## config.mk

```make
export PLATFORM = sky130hd
export DESIGN_NAME = if_fetch_ctrl
export DESIGN_NICKNAME = d
export VERILOG_FILES = /design/src/rtl/if_fetch_ctrl_pkg.sv /design/src/rtl/if_redirect_mux.sv /design/src/rtl/if_fetch_ctrl.sv
export SDC_FILE = /design/constraint.sdc
export NUM_CORES = 1
export LEC_CHECK = 0
export ABC_AREA = 1
export ABC_CLOCK_PERIOD_IN_PS = 2000
export CAP_MARGIN = 40
export CORE_ASPECT_RATIO = 0.8
export CORE_MARGIN = 3
export CORE_UTILIZATION = 43
export DETAILED_ROUTE_END_ITERATION = 8
export PLACE_DENSITY = 0.89
export SKIP_CTS_REPAIR_TIMING = 1
export SYNTH_ARGS = -nofsm -noshare
export SYNTH_HDL_FRONTEND = slang
export SYNTH_SLANG_ARGS = --single-unit
```

## constraint.sdc

```tcl
create_clock -name clk -period 2 [get_ports clk]
set_clock_uncertainty 0.1 [all_clocks]
set_input_delay 0.2 -clock clk [delete_from_list [all_inputs] [get_ports clk]]
set_output_delay 0.2 -clock clk [all_outputs]
set_load 0.05 [all_outputs]
```

## src/rtl/if_fetch_ctrl_pkg.sv

```systemverilog
// Shared constants, state encoding and redirect payload for the IF0 fetch sequencer.
package if_fetch_ctrl_pkg;

  localparam int unsigned WORD    = 32;
  localparam int unsigned ERA_W   = WORD;
  localparam int unsigned ENTRY_W = WORD;

  localparam logic [WORD-1:0] PC_RST  = 32'h1C00_0000;
  localparam logic [WORD-1:0] PC_STEP = 32'd4;

  typedef enum logic [1:0] {
    ST_RUN  = 2'd0,
    ST_WAIT = 2'd1,
    ST_DROP = 2'd2
  } fetch_state_e;

  typedef struct packed {
    logic            valid;
    logic [WORD-1:0] target;
  } redirect_t;

  // Instructions are word aligned; low address bits of any redirect are discarded.
  function automatic logic [WORD-1:0] align_word(input logic [WORD-1:0] pc);
    return {pc[WORD-1:2], 2'b00};
  endfunction

endpackage

```

## src/rtl/if_redirect_mux.sv

```systemverilog
// Priority select of the fetch redirect source: exception > ertn > branch.
module if_redirect_mux
  import if_fetch_ctrl_pkg::*;
(
  input  logic               excp_valid_i,
  input  logic [ENTRY_W-1:0] excp_entry_i,
  input  logic               ertn_valid_i,
  input  logic [ERA_W-1:0]   ertn_era_i,
  input  logic               br_valid_i,
  input  logic [WORD-1:0]    br_target_i,
  output redirect_t          redirect_o
);

  always_comb begin
    redirect_o = '0;
    if (excp_valid_i) begin
      redirect_o.valid  = 1'b1;
      redirect_o.target = align_word(WORD'(excp_entry_i));
    end else if (ertn_valid_i) begin
      redirect_o.valid  = 1'b1;
      redirect_o.target = align_word(WORD'(ertn_era_i));
    end else if (br_valid_i) begin
      redirect_o.valid  = 1'b1;
      redirect_o.target = align_word(br_target_i);
    end
  end

endmodule

```

## src/rtl/if_fetch_ctrl.sv

```systemverilog
// IF0 fetch sequencer: owns the fetch PC, keeps one iCache request in flight,
// discards responses made stale by redirects and drives the IF0->IF1 register.
module if_fetch_ctrl
  import if_fetch_ctrl_pkg::*;
(
  input  logic               clk,
  input  logic               rst,
  input  logic               id_stall,
  input  logic               br_valid,
  input  logic [WORD-1:0]    br_target,
  input  logic               excp_valid,
  input  logic [ENTRY_W-1:0] excp_entry,
  input  logic               ertn_valid,
  input  logic [ERA_W-1:0]   ertn_era,
  output logic               ic_req_valid,
  output logic [WORD-1:0]    ic_req_addr,
  input  logic               ic_req_ready,
  input  logic               ic_rsp_valid,
  output logic               ic_rsp_ready,
  output logic [WORD-1:0]    fetch_pc,
  output logic               fetch_valid,
  output logic               if0_if1_stall,
  output logic               if0_if1_clear
);

  fetch_state_e    state_q, state_d;
  logic [WORD-1:0] pc_q, pc_d;
  logic [WORD-1:0] req_pc_q, req_pc_d;
  redirect_t       redir;

  if_redirect_mux u_redirect_mux (
    .excp_valid_i (excp_valid),
    .excp_entry_i (excp_entry),
    .ertn_valid_i (ertn_valid),
    .ertn_era_i   (ertn_era),
    .br_valid_i   (br_valid),
    .br_target_i  (br_target),
    .redirect_o   (redir)
  );

  // State and PC registers.
  always_ff @(posedge clk) begin
    if (rst) begin
      state_q  <= ST_RUN;
      pc_q     <= PC_RST;
      req_pc_q <= PC_RST;
    end else begin
      state_q  <= state_d;
      pc_q     <= pc_d;
      req_pc_q <= req_pc_d;
    end
  end

  // Next state and handshake outputs; the IF0->IF1 controls react in the same cycle.
  always_comb begin
    state_d       = state_q;
    pc_d          = pc_q;
    req_pc_d      = req_pc_q;
    ic_req_valid  = 1'b0;
    ic_rsp_ready  = 1'b0;
    fetch_valid   = 1'b0;
    if0_if1_clear = redir.valid;
    if0_if1_stall = id_stall & ~redir.valid;

    unique case (state_q)
      ST_RUN: begin
        ic_req_valid = ~redir.valid;
        if (redir.valid) begin
          pc_d = redir.target;
        end else if (ic_req_ready) begin
          req_pc_d = pc_q;
          pc_d     = pc_q + PC_STEP;
          state_d  = ST_WAIT;
        end
      end

      ST_WAIT: begin
        ic_rsp_ready = ~id_stall | redir.valid;
        if (redir.valid) begin
          // A response arriving with the redirect is consumed and dropped here.
          pc_d    = redir.target;
          state_d = ic_rsp_valid ? ST_RUN : ST_DROP;
        end else if (ic_rsp_valid && !id_stall) begin
          fetch_valid = 1'b1;
          state_d     = ST_RUN;
        end
      end

      ST_DROP: begin
        ic_rsp_ready = 1'b1;
        if (redir.valid) begin
          pc_d = redir.target;
        end
        if (ic_rsp_valid) begin
          state_d = ST_RUN;
        end
      end

      default: begin
        state_d = ST_RUN;
      end
    endcase

    if (rst) begin
      ic_req_valid  = 1'b0;
      ic_rsp_ready  = 1'b0;
      fetch_valid   = 1'b0;
      if0_if1_clear = 1'b0;
      if0_if1_stall = 1'b0;
    end
  end

  assign ic_req_addr = pc_q;
  assign fetch_pc    = req_pc_q;

endmodule

```

After elaboration in Yosys (flattened, before gate mapping)
Cells that the tools add are included.

operators by class
  equality and inequality tests = 8
  $lt $le $gt $ge = 0
  reduce and logical (&&, ||, !) cells = 8
  add/sub/neg operators = 1
  multiply operators = 0
  multiplexer cells = 24
  shift-type cells = 0
  divide/modulo/power cells = 0
  bitwise logic cells = 4

operators with widths
  kind                                                                   number
  33-bit two-way mux                                                     3
  32-bit two-way mux                                                     3
  32-bit one-hot mux with 2 select lines                                 1
  32-bit by 3-bit adder with 32-bit output, second input constant        1
  2-bit two-way mux                                                      6
  1-bit two-way mux                                                      9
  2-bit != test, second input constant                                   3
  3-bit != test, second input constant                                   2
  2-bit one-hot mux with 3 select lines                                  1
  3-bit AND reduction                                                    2
  4-bit AND reduction                                                    1
  2-bit by 1-bit equality test with 1-bit output, second input constant  1
  2-bit equality test, second input constant                             1
  2-bit logical NOT                                                      1
  2-bit by 1-bit != test with 1-bit output, second input constant        1
  1-bit NOT                                                              2
  1-bit one-hot mux with 2 select lines                                  1
  2-bit nonzero test                                                     1
  2-bit OR reduction                                                     1
  1-bit bitwise AND                                                      1
  1-bit logical AND                                                      1
  1-bit logical NOT                                                      1
  1-bit bitwise OR                                                       1

word-level totals
  input bits = 104
  memory bits (writable) = 0
  memories = 0
  bits in registers = 66
  bits in read-only memories = 0
  word-level logic and storage cells = 48
  latch bits = 0

Longest topological paths before layout
  depth after elaboration = 6
  depth in mapped cells = 11
  gate-level depth less buffers = 11

Modules after synthesis
A second synthesis with hierarchy kept.

unflattened totals
  cells, all modules = 805
  area, all modules = 4593.2 µm²

modules (own cells, without submodules)
  module           times used  cells an instance  area each (µm²)
  if_fetch_ctrl    1           573                3641.0
  if_redirect_mux  1           232                952.2

Worst setup path before layout
Ideal clock, no wire load.

  path kind = register to output
  start point = register state_q[0]
  end point = output port ic_rsp_ready
  arrival time = 1.825 ns
  stages on the path, launching flop included = 5
  slack = -0.125 ns
  required time = 1.700 ns
  path through = dfxtp_1 > inv_1 > ha_1 > inv_1 > nor3_1

on the way
  word-level cells in the longest chain between the ends = 3
  elaborated cells on any way between the ends = 4

ends and longest elaborated chain
  item                                                                                          line                  source
  from (decl)                                                                                   if_fetch_ctrl.sv:26   fetch_state_e state_q, state_d;
  from (signal assigned)                                                                        if_fetch_ctrl.sv:48   state_q <= state_d;
  2-bit equality test / 2-bit by 1-bit equality test with 1-bit output (equally long branches)  if_fetch_ctrl.sv:65   unique case (state_q)
  1-bit one-hot mux with 2 select lines (*)                                                     if_fetch_ctrl.sv:65
  1-bit two-way mux (*)                                                                         if_fetch_ctrl.sv:104  if (rst) begin
  to (decl)                                                                                     if_fetch_ctrl.sv:19   output logic ic_rsp_ready,

Every way passes the cells marked *; elsewhere a longest branch is shown, timed or not.

Final worst setup path
  start point = register pc_q[23] (netlist: ic_req_addr[23])
  end point = output port ic_req_addr[23]

RTL lines
  item                    line                 source
  from (decl)             if_fetch_ctrl.sv:27  logic [WORD-1:0] pc_q, pc_d;
  from (signal assigned)  if_fetch_ctrl.sv:49  pc_q <= pc_d;
  to (decl)               if_fetch_ctrl.sv:16  output logic [WORD-1:0] ic_req_addr,

No word-level cell between the ends.

==> qor.csv <==
metric,value,unit
fin crit period,1.97,ns
Final nets,961,
critical path launch point type,flip-flop,
Max Fanout on Critical Path,7,
quantity of I/O buffers inserted on ports,162,
met1 WL,6420,µm
vias in the first global route,4751,
number of diodes,0,
"Top FF cell, synth",dfxtp_1,
clock share of power,29.6,%
max capacitance violation total,0,
Die Y,93.0,µm
Tcrit/Tclk final,98.4,%
final instance count without filler cells,972,
worst rel slew slack,65.0,%
maximum clock frequency,508,MHz
Hold Path Sink,fetch_pc[14]$_SDFFE_PP0P_,
"count leader, synth",nand2_1,
met3 WL,1260,µm
Ports,173,
via density per instance,5.31,
Pre-Repair DR Iteration Count,5,
hold crit path type,flip-flop to flip-flop,
Die ar.,10700,µm²
routed length on met2,7070,µm
crit path cell chain,clkdlybuf4s50_1,
setup_tns,0,ns
actual slew at the worst max-slew pin,0.524,ns
first-pass GRT wire length,23700,µm
Routed WL,15100,µm
Worst Path Required,1.70,ns
final setup fails,0,
final hold vios,0,
vias,5163,
area delta synth->final,55.4,%
Worst Hold Depth,2,
crit path capture type,primary output,
# DRC,0,
Peak supply drop,0.725,mV
Initial Utilization,44.6,%
GR Overflow Total,0,
1st-iter DRT viols,582,
clk buf depth,2,
RR Endpoint,ic_req_addr[24]$_SDFFE_PP0P_,
Comb power frac,40.8,%
reg2reg start,state_q[0]$_SDFFE_PP0P_,
max-slew violations,0,
antenna violations before repair,0,
"Distinct cells, synth",37,
"Seq/Total Area, Yosys",30.5,%
yosys warns,0,
H-tree depth,3,
Pint,3.31,mW
worst reg-to-reg setup slack,0.07,ns
slowest cell on the critical path,clkdlybuf4s50_1,
Sw Pwr,2.18,mW
std cell rows,31,
Core Area,9110,µm²
Synth top area share,30.5,%
critical path class,flip-flop to primary output,
layout cell share with drive strength beyond 1,10.0,%
Clock Latency Late Sink,0.33,ns
Synth area leaders,"dfxtp_1 (31%), nand2_1 (25%), a21oi_1 (11%)",
routability congestion estimate,0.955,
root buf cell,clkbuf_16,
Syn Area/Cell,5.95,µm²
CTS tree,done,
power share of the sequential group,29.6,%
Pwr Density,868,nW/µm²
Cells after Synth,684,
DP HPWL,11500,µm
Tot GR Track Use,27.8,%
total CTS buffers,9,
largest net degree at the start of global routing,44,
post-route ant nets,0,
min-delay src,fetch_pc[14]$_SDFFE_PP0P_,
post-synth top area cell,dfxtp_1,
reg2reg path depth,9,
sw frac,39.7,%
routed wire length per instance,15.6,µm
Synth top cells by count,"nand2_1 (268), a21oi_1 (93), dfxtp_1 (62), nor2_1 (56)",
Synth Cell Area,4070,µm²
Synth async-reset ratio,0,%
chip width,115,µm
placed cell count,956,
Post-synth EDFFs,0,
Worst Path Buf+Inv,1,
WP data arrival,1.67,ns
Leak,2.59,nW
Seq cells post-synth,62,
Top Metal Used,met4,
RSZ-0062 raised after global routing,true,
Crit path max-delay family,buffers and inverters,
critical path's largest stage delay,0.87,ns
"CTS clk-pin slew, worst paths",0.05,ns
status,completed,
CTS Sinks,62,
==> metrics by stage <==
stage                     hold WS [ns]  worst slack (ns)  power (mW)  area [µm²]  utilization (%)
after floorplan                  0.261           0.00752        2.92        4090                -
after global placement           0.353            0.0679        3.78        5970             65.5
after detailed placement         0.356            0.0429        3.82        5970             65.5
after CTS                        0.331            0.0100        5.44        6290             69.1
after global routing             0.378           -0.0140        5.73        6320             69.3
final                            0.360            0.0311        5.49        6320             69.3
==> worst max-delay path by stage <==
stage | startpoint | endpoint | slack (ns) | cells past startpoint
2_1_floorplan | ic_req_addr[3]$_SDFFE_PP0P_ | ic_req_addr[14]$_SDFFE_PP0P_ | 0.008 | 8
4_1_cts | ic_req_addr[9]$_SDFFE_PP0P_ | ic_req_addr[9] | 0.01 | 2
5_1_grt | state_q[0]$_SDFFE_PP0P_ | ic_req_addr[18]$_SDFFE_PP0P_ | -0.01 | 11
6_report | ic_req_addr[23]$_SDFFE_PP0P_ | ic_req_addr[23] | 0.03 | 1
3_5_place_dp | br_valid | ic_req_addr[27]$_SDFFE_PP1P_ | 0.04 | 9
3_3_place_gp | excp_valid | ic_req_addr[30]$_SDFFE_PP0P_ | 0.07 | 9
==> layout make-up <==
class	count	area, µm²
inverter	33	129
sequential	62	1240
timing repair buffer	193	1960
clock inverter	4	53.8
fill	781	2790
clock buffer	12	267
tap	115	144
multi-input combinational	553	2530
==> cells in the final DEF (no fill, tap or decap), types with 3 or more instances in the layout <==
cell,count
buf_12,11
o21ai_0,42
nor2_1,54
clkbuf_16,9
ha_1,5
nand2_1,268
buf_4,34
clkbuf_8,3
o21ai_1,3
nand3b_1,4
o211ai_1,3
dlymetal6s2s_1,3
clkdlybuf4s50_1,144
conb_1,4
dfxtp_1,62
nor2_2,7
inv_2,3
nor3_1,4
inv_1,27
nand3_1,42
a21oi_1,93
==> kinds of logic (layout without fill, tap and decap cells) <==
family                     count (synthesis)  after routing  synth area share, %
buffers and inverters                     72            242                 8.43
xor gates and xnor gates                   1              1                0.215
and+or+nand+nor                          393            393                 39.8
DFF                                       62             62                 30.5
adders and majority gates                  5              5                 1.54
other                                      1              4               0.0922
AOI/OAI and AO/OA                        150            150                 19.4
==> routing by layer <==
metal	track usage (%)	up-vias
met3	6.92	30
met4	8.41	0
met1	35.9	2361
met2	45.7	210
met5	0	-
li1	-	2562
==> power by group through the flow <==
stage / logic (mW) / clock network [mW] / registers, mW
4_1_cts: 2.20 / 1.63 / 1.62
3_3_place_gp: 2.14 / 0 / 1.63
3_5_place_dp: 2.18 / 0 / 1.64
2_1_floorplan: 0.833 / 0 / 2.09
6_report: 2.24 / 1.62 / 1.62
5_1_grt: 2.40 / 1.68 / 1.65
==> flip-flops by register name, indices dropped and copies added (netlist names) <==
register and cells:
fetch_pc 30, state_q 2, ic_req_addr 30
==> worst reg2reg max path: cells and delay by family, from the launching register on <==
kind / cells / cell delay (ns)
buf+inv: 3 / 0.33
flops: 1 / 0.33
compound gates: 3 / 0.47
simple gates: 2 / 0.31
fa+ha+maj: 1 / 0.30
Power figures use the tool's default switching activity.
==> RTL change: new RTL, same settings <==
Re-encode `fetch_state_e` (3 states) as one-hot, 3 bits wide.
--- a/src/rtl/if_fetch_ctrl_pkg.sv
+++ b/src/rtl/if_fetch_ctrl_pkg.sv
@@ -8,10 +8,10 @@
   localparam logic [WORD-1:0] PC_RST  = 32'h1C00_0000;
   localparam logic [WORD-1:0] PC_STEP = 32'd4;
 
-  typedef enum logic [1:0] {
-    ST_RUN  = 2'd0,
-    ST_WAIT = 2'd1,
-    ST_DROP = 2'd2
+  typedef enum logic [2:0] {
+    ST_RUN  = 3'b001,
+    ST_WAIT = 3'b010,
+    ST_DROP = 3'b100
   } fetch_state_e;
 
   typedef struct packed {
Check against the original RTL: same outputs for any inputs over 4 cycles, from zero or initial values and one cycle with rst high; so few cycles prove little.
==> RTL change against the unedited design <==
- final area is 1.5% higher
- via count fell by 0.39%
- synthesized area increased by 0.92%
- setup slack worse by 0.012 ns
- sequential cell count grew 1
- wire length decreased by 3.4%
- total power decreased by 17%
==> RTL change: results (changes against the unedited design) <==
INFO  metric status = complete, no violations
INFO  metric synth.yosys.seq_area_share = 30.7% (+0.21 points)
INFO  metric post-place-cells = 944 (-1.3%)
INFO  metric num-nets-final = 945 (-1.7%)
INFO  metric critical_path.endpoint = ic_req_addr[10]
INFO  metric via_count = 5143 (-0.39%)
INFO  metric routed_via_density = 5.36 (+0.96%)
INFO  metric period_minus_slack = 1.98 ns (+0.0120 ns)
INFO  metric vias_in_the_first_global_route = 4820 (+1.5%)
INFO  metric synth_common_cells = 203 x sky130_fd_sc_hd__nand2_1, 79 x sky130_fd_sc_hd__a21oi_1, 77 x sky130_fd_sc_hd__nor2_1
INFO  metric io_buffers = 162 (unchanged)
INFO  metric synth_compound_gate_area_share = 19.3% (-0.086 points)
INFO  metric worst_slew_pin_slew = 0.527 ns (+0.00328 ns)
INFO  metric first_iter_violations = 474 (-19%)
INFO  metric power.leakage = 2.79 nW (+7.8%)
INFO  metric grtUsageTotal = 27.1% (-0.67 points)
INFO  metric intPower = 3.13 mW (-5.3%)
INFO  metric wl_met1 = 5890 um (-8.3%)
INFO  metric r2r-end = ic_req_addr[8]$_SDFFE_PP0P_
INFO  metric routed_wirelength = 14600 um (-3.4%)
INFO  metric dp.final_hpwl = 11000 um (-4.3%)
INFO  metric wl_met3 = 1300 um (+3.0%)
INFO  metric grt_pass1_wl = 23200 um (-1.9%)
INFO  metric yosys-top-cells-area = sky130_fd_sc_hd__dfxtp_1 31%, sky130_fd_sc_hd__nand2_1 19%, sky130_fd_sc_hd__a21oi_1 9.6%
INFO  metric worst_slack_at_placement = -0.00372 ns (-0.0467 ns)
INFO  metric dr_wl_met2 = 7050 um (-0.28%)
INFO  metric post_synth_xor_area_fraction = 0.640% (+0.42 points)
INFO  metric regToRegSetupSlack = 0.18 ns (+0.11 ns)
INFO  metric final_layout_size_suffix_gt1_share = 11.8% (+1.8 points)
INFO  metric largest_net_degree_at_the_start_of_global_routing = 41 (-6.8%)
INFO  metric worstPathMaxFanout = 5 (-2)
INFO  metric worst_setup_path_startpoint = ic_req_addr[10]$_SDFFE_PP0P_
INFO  metric synth_cell_types = 38 (+2.7%)
INFO  metric yosys_most_used_dff = sky130_fd_sc_hd__dfxtp_1
INFO  metric regToRegStartpoint = state_q[0]$_SDFFE_PP1P_
INFO  metric detailedRoute.firstPassIterationCount = 6 (+1)
INFO  metric synth-adder-area-share = 0.305% (-1.2 points)
INFO  metric netlist_instances = 672 (-1.8%)
## RTL change: changes by cell type after synthesis, moves of 4 or more
cell	delta
sky130_fd_sc_hd__a21oi_1	-14
sky130_fd_sc_hd__nand4_1	+4
sky130_fd_sc_hd__nand2_2	+7
sky130_fd_sc_hd__nand2_1	-65
sky130_fd_sc_hd__o21ai_0	+16
sky130_fd_sc_hd__ha_1	-4
sky130_fd_sc_hd__nor2_1	+21
sky130_fd_sc_hd__inv_1	+10
## RTL change: layout make-up
class	instances	area, um2
clock buffers	12	256
clock inverters	3	90.1
fillers	730	2740
inverters	44	166
multi-input cells	528	2500
flip-flops and latches	63	1260
well taps	115	144
repair buffers	194	1990
## RTL change: metal layers
metal / GRT usage [%] / vias up
met5: 0 / -
met4: 9.48 / 0
met3: 7.24 / 41
met2: 44.7 / 230
met1: 34.1 / 2343
li1: - / 2529
## RTL change: kinds of logic (layout without fill, tap and decap cells)
kind of cell	Yosys count	count (layout)
buffers and inverters	84	253
flip-flops	63	63
XOR/XNOR	3	3
AO/OA/AOI/OAI	151	151
adder cells (fa/ha/maj)	1	1
other	1	4
AND/OR/NAND/NOR	369	369
## RTL change: power by group through the flow
stage          clock network (mW)  logic (mW)  registers (mW)
6_report                     1.83        1.25            1.46
5_1_grt                      1.88        1.33            1.47
4_1_cts                      1.84        1.24            1.46
3_5_place_dp                    0        1.23            1.48
3_3_place_gp                    0        1.22            1.48
2_1_floorplan                   0       0.420            1.75
## RTL change: worst min path at each step
| stage | start | to | depth (start not counted) |
|---|---|---|---|
| final | fetch_pc[27]$_SDFFE_PP1P_ | fetch_pc[27]$_SDFFE_PP1P_ | 2 |
| after global routing | fetch_pc[27]$_SDFFE_PP1P_ | fetch_pc[27]$_SDFFE_PP1P_ | 2 |
| after CTS | fetch_pc[27]$_SDFFE_PP1P_ | fetch_pc[27]$_SDFFE_PP1P_ | 2 |
| after detailed placement | fetch_pc[27]$_SDFFE_PP1P_ | fetch_pc[27]$_SDFFE_PP1P_ | 2 |
| after global placement | fetch_pc[26]$_SDFFE_PP1P_ | fetch_pc[26]$_SDFFE_PP1P_ | 2 |
| after floorplan | excp_entry[2] | ic_req_addr[2]$_SDFFE_PP0P_ | 2 |
## RTL change: stage by stage
stage	area, um2	util [%]	power, mW	hold slack [ns]
CTS	6370	69.6	4.54	0.381
global route	6410	70.1	4.69	0.388
floorplan	4130	-	2.17	0.296
finish	6410	70.1	4.54	0.376
detailed placement	6030	65.8	2.71	0.368
global placement	6030	65.8	2.69	0.359
